==> config.mk <==
export PLATFORM = sky130hd
export DESIGN_NAME = lookahead_buffer
export DESIGN_NICKNAME = d
export VERILOG_FILES = /design/src/rtl/lookahead_buffer.sv
export SDC_FILE = /design/constraint.sdc
export NUM_CORES = 1
export LEC_CHECK = 0
export BUFFER_PORTS_ARGS = -buffer_cell sky130_fd_sc_hd__buf_2
export CAP_MARGIN = 25
export CORE_MARGIN = 1.5
export CORE_UTILIZATION = 47
export DETAILED_ROUTE_END_ITERATION = 16
export PLACE_DENSITY = 0.86
export SLEW_MARGIN = 20
export SYNTH_ARGS = -nofsm -noshare
export SYNTH_HDL_FRONTEND = slang
export SYNTH_SLANG_ARGS = --single-unit
==> constraint.sdc <==
create_clock -name clk -period 3.9 [get_ports clk]
set_clock_uncertainty 0.15 [all_clocks]
set_input_delay 0.39 -clock clk [delete_from_list [all_inputs] [get_ports clk]]
set_output_delay 0.39 -clock clk [all_outputs]
set_load 0.02 [all_outputs]
==> src/rtl/lookahead_buffer.sv <==
// -----------------------------------------------------------------------------
// tpu_pkg / lookahead_buffer
//
// Purpose:
//   Two-stage instruction buffer that sits between the TPU instruction FIFO and
//   the control coordinator. An instruction is captured in an input stage and
//   then moved into a registered output stage.
//
//   A load-weight instruction is not released by itself. It stays in the input
//   stage until the next instruction is written. On that same edge the weight
//   load is issued, so it reaches the coordinator directly ahead of the
//   instruction that consumes the weights.
//
// Ports:
//   clk          in   1           clock; all state changes on the rising edge
//   rst          in   1           asynchronous, active-high reset
//   enable       in   1           global advance enable; low freezes all state
//   instr_busy   in   1           downstream busy; high stalls the buffer
//   instr_in     in   instr_type  incoming instruction
//   instr_write  in   1           instr_in valid strobe, one cycle per instr
//   instr_out    out  instr_type  registered output instruction
//   instr_read   out  1           one-cycle strobe: instr_out holds a new instr
// -----------------------------------------------------------------------------

package tpu_pkg;

  typedef struct packed {
    logic [7:0]  opcode;
    logic [7:0]  flags;
    logic [15:0] length;
    logic [31:0] addr;
  } instr_type;

  localparam instr_type   INIT_INSTR  = '0;
  localparam logic [7:0]  LOAD_WEIGHT = 8'h08;

endpackage

module lookahead_buffer
  import tpu_pkg::*;
(
  input  logic      clk,
  input  logic      rst,
  input  logic      enable,
  input  logic      instr_busy,
  input  instr_type instr_in,
  input  logic      instr_write,
  output instr_type instr_out,
  output logic      instr_read
);

  instr_type in_reg;
  logic      in_valid;
  logic      adv;
  logic      do_release;

  // The whole buffer advances only when enabled and downstream can accept.
  assign adv = enable & ~instr_busy;

  // A buffered instruction leaves the input stage unless it is a weight load
  // still waiting for its consumer. The consumer's write releases the weight
  // load on the same edge it is captured, so streaming has no bubbles.
  assign do_release = in_valid & ((in_reg.opcode != LOAD_WEIGHT) | instr_write);

  // Output stage: instr_read is a one-cycle strobe and is cleared on any edge
  // that does not transfer, including stalled edges. instr_out keeps its last
  // value when nothing is released.
  always_ff @(posedge clk or posedge rst) begin
    if (rst) begin
      instr_out  <= INIT_INSTR;
      instr_read <= 1'b0;
    end else if (adv && do_release) begin
      instr_out  <= in_reg;
      instr_read <= 1'b1;
    end else begin
      instr_read <= 1'b0;
    end
  end

  // Input stage: a new write always takes the slot, since any occupant is
  // released on that same edge. Writes arriving while stalled are dropped.
  always_ff @(posedge clk or posedge rst) begin
    if (rst) begin
      in_reg   <= INIT_INSTR;
      in_valid <= 1'b0;
    end else if (adv) begin
      if (instr_write) begin
        in_reg   <= instr_in;
        in_valid <= 1'b1;
      end else if (do_release) begin
        in_valid <= 1'b0;
      end
    end
  end

endmodule

# After elaboration in Yosys (flattened, before gate mapping)
# Cells that the tools add are included.
# word_totals
register_bits	130
latch_bits	0
ramBits	0
mem_bits_ro	0
in_bits	69
output_inout_bits	65
wordCells	22
memories	0
# classes
add_sub_neg	0
n_mul	0
div_mod_pow	0
order_cmp	0
n_eq_ne	1
shifts	0
muxes	3
bitwise	4
n_reduce_logical	4
# op_table
operator	n
$ne A8 B4 Y1 const B	1
$reduce_and A2 Y1	2
$mux W1	3
$and A1 B1 Y1	2
$reduce_bool A2 Y1	1
$logic_and A1 B1 Y1	1
$not A1 Y1	1
$or A1 B1 Y1	1

# Logic depth before layout (Yosys ltp)
# logic_depth
word_depth	5
mapped_depth	7
mapped_depth_nobuf	4

# Worst setup path after synthesis
# Ideal clock, no wire load.
# synth_timing
path_kind	reg-to-reg
from	register in_reg[61] in the netlist's numbering
to	register instr_out[10] in the netlist's numbering
setup_ns	0.125
t_arrival_ns	1.994
required_time_ns	3.625
slack_ns	1.631
stages_incl_launch_ff	7
n_path_buf	2
synth_period_minus_slack_ns	2.269
path_cell_list	dfrtp_1 or4_4 o31ai_4 inv_2 buf_6 buf_6 mux2_4
# synth_between
elab_chain_cells	4
# synth_rtl
element	line_no	source
start, declared	52	instr_type in_reg;
start signal, assigned	88	in_reg <= instr_in;
$ne A8 B4 Y1	63	assign do_release = in_valid & ((in_reg.opcode != LOAD_WEIGHT) | instr_write);
$or A1 B1 Y1	63	
$and A1 B1 Y1	63	
$logic_and A1 B1 Y1	72	end else if (adv && do_release) begin
end signal, assigned	73	instr_out <= in_reg;
end, declared	48	output instr_type instr_out,
# Every way passes these cells.
# A chain may end at the register's enable or synchronous reset.

# Worst setup path in the final report
# layout_timing
from	register in_reg[61] in the netlist's numbering
to	register instr_out[19] in the netlist's numbering
# The elaborated chain is that of the path after synthesis.

==> impl_metrics.env <==
export IMPL_slew_viol_final=0
export IMPL_status="complete, no violations"
export IMPL_fillers=683
export IMPL_multiInputGateArea_um2=1565
export IMPL_postSynthCellCount=282
export IMPL_totalWireLength_mm=10.54
export IMPL_ant_nets=0
export IMPL_first_iter_violations=106
export IMPL_synth_area_leaders="dfrtp_1 66%, mux2_2 23%, mux2_4 6.1%, a22o_1 1.2%, buf_6 0.69%"
export IMPL_area_delta_synth_final_pct=42.88
export IMPL_crit_path_end_kind="flop"
export IMPL_grt_pass1_vias=3472
export IMPL_period_needed_ps=2507
export IMPL_cp_arrival_ps=2740
export IMPL_numCtsBuffers=17
export IMPL_antenna_found_initial=0
export IMPL_syn_area_per_cell_um2=17.41
export IMPL_regArea_um2=3253
export IMPL_crit_required_ps=4130
export IMPL_synth_area_mux_share_pct=29.29
export IMPL_diodes=0
export IMPL_vias=3184
export IMPL_start_util_pct=47.98
export IMPL_core_um2=10230
export IMPL_synth_top_family_by_area="multiplexers"
export IMPL_critPathKind="reg2reg"
export IMPL_rows=37
export IMPL_synthXorXnorAreaFrac_pct=0
export IMPL_setup_violations=0
export IMPL_hold_depth=1
export IMPL_netlist_area_leader_share_pct=66.28
export IMPL_async_flop_share_pct=100.0
export IMPL_hold_viol=0
export IMPL_stdcell_area_um2=7013
export IMPL_htreeDepth=4
export IMPL_grt_ovfl_total=0
export IMPL_synth_warnings=0
export IMPL_rsz0062_at_grt="false"
export IMPL_dp_hpwl_mm=6.383
export IMPL_cts_sinks=130
export IMPL_synth_compound_area_share_pct=1.784
export IMPL_synth_main_ff_cell="dfrtp_1"
export IMPL_worstSetupStartpoint="in_reg[61]"
export IMPL_wl_per_cell_um=16.44
export IMPL_die_area_um2=11070
export IMPL_clk_pin_slew_ps=60
export IMPL_die_x_um=105.2
export IMPL_worstHoldStart="in_reg[24]"
export IMPL_drtPass1Iterations=4
export IMPL_yosysMostFrequentCell="dfrtp_1"
export IMPL_yosys_area_share_simple_pct=0.8157
export IMPL_clk_latency_ps=510
export IMPL_peakVddDrop_uv=407.5
export IMPL_drive_gt1_share_pct=58.42
export IMPL_gr_usage_all_layers_pct=20.43
export IMPL_synth_common_cells="130 x dfrtp_1, 101 x mux2_2, 20 x mux2_4, 8 x clkbuf_1, 7 x a22o_1"
export IMPL_r2r_slack_ps=1390
export IMPL_die_h_um=105.2
export IMPL_synth_seq_area_share_pct=66.28
export IMPL_routed_via_density=4.967
export IMPL_power_density_nw_per_um2=734.7
export IMPL_grt_start_max_net_pins=70
export IMPL_synth_fa_ha_area_share_pct=0
export IMPL_p_leak_nw=3.342
export IMPL_io_pins=134
export IMPL_gp_congestion=0.7137
export IMPL_netlist_area_um2=4908
export IMPL_ys_ff_latch=130
export IMPL_nets=561
export IMPL_synth_distinct_cells=16
export IMPL_max_freq_ghz=0.3990
export IMPL_tightest_slew_ps=824.2
export IMPL_grt_pass1_wl_mm=17.15
export IMPL_cts_buffer_depth=2
export IMPL_maxCapViolCount=0
export IMPL_r2r_start="in_reg[61]"
export IMPL_period_share_pct=64.27
export IMPL_ff2ff_path_depth=5
export IMPL_io_buffers=133
export IMPL_yosysTopAreaCell="dfrtp_1"
export IMPL_synthesis_nets=351
export IMPL_dpl_instance_area_um2=5734
export IMPL_worstHoldPathType="reg2reg"
export IMPL_crit_path_start_kind="flop"
export IMPL_slew_headroom_pct=44.94
export IMPL_cts_tree="done"
export IMPL_tns_ps=0
export IMPL_cts_root_buf="clkbuf_8"
export IMPL_drc=0
export IMPL_synth_edf_count=0
export IMPL_path_max_fanout=29
-- what timing repair did --
action,CTS,global route
hold endpoints to repair,100,0
gates resized for setup,0,0
buffers inserted,0,0
hold buffers,65,0
-- power by group --
part	total [mW]	switching [mW]	leakage [nW]	internal (mW)
sequential	2.05	0.253	1.55	1.80
combinational	1.44	0.756	1.48	0.687
clock	1.66	0.555	0.308	1.10
total	5.15	1.56	3.34	3.59
-- critical path: stages (launching register included) --
cell and delay [ps]:
dfrtp_1 390, or4_4 560, o31ai_4 280, inv_2 330, buf_4 330, mux2_4 310
-- cells by family (layout without fill, tap and decap cells) --
kind of cell | count (synthesis) | in the layout
compound gates | 9 | 9
flops | 130 | 130
simple gates | 5 | 5
mux | 121 | 121
buf+inv | 17 | 240
-- through the flow --
| stage | total power [mW] | utilization [%] | setup WS (ps) | hold WS (ps) | instances |
|---|---|---|---|---|---|
| 5_1_grt | 5.382 | 68.55 | 1323 | 359.9 | 641 |
| 3_3_place_gp | 3.381 | 56.05 | 1342 | 328.5 | 544 |
| 3_5_place_dp | 3.450 | 56.05 | 1220 | 329.1 | 544 |
| 2_1_floorplan | 2.939 | - | 1631 | 323.6 | 282 |
| 4_1_cts | 5.181 | 68.55 | 1410 | 349.1 | 641 |
| 6_report | 5.153 | 68.55 | 1393 | 346.4 | 641 |
-- per-layer routing --
layer	share of wire, %	up-vias	global-route usage (%)
li1	-	1423	-
met1	41	1648	23.18
met2	53	97	35.34
met3	5.1	16	6.238
met4	1.8	0	9.198
met5	0	-	0
-- worst paths after layout --
path,end
max,instr_out[19]
min in group asynchronous,instr_out[19]
max reg2reg,instr_out[19]
min,instr_out[24]
max in group asynchronous,in_reg[25]
min reg2reg,instr_out[24]
-- layout by cell type (no fill, tap or decap), drive strengths merged --
master and instances:
mux2 121, clkbuf 23, nand3b 1, dfrtp 130
clkinvlp 2, or3 1, a22o 7, nand2b 1
buf 140, or4 1, bufinv 4, inv 2
dlygate4sd3 65, o21ai 1, and3b 1, clkinv 4
o31ai 1
-- layout make-up --
type / instances / area share [%]
clock buffer: 23 / 6.797
multi-input combinational: 135 / 22.32
clock inverter: 9 / 2.159
timing repair buffer: 205 / 19.70
tap: 136 / 2.426
inverter: 3 / 0.2141
sequential: 130 / 46.39
(Power assumes the default switching activity.)
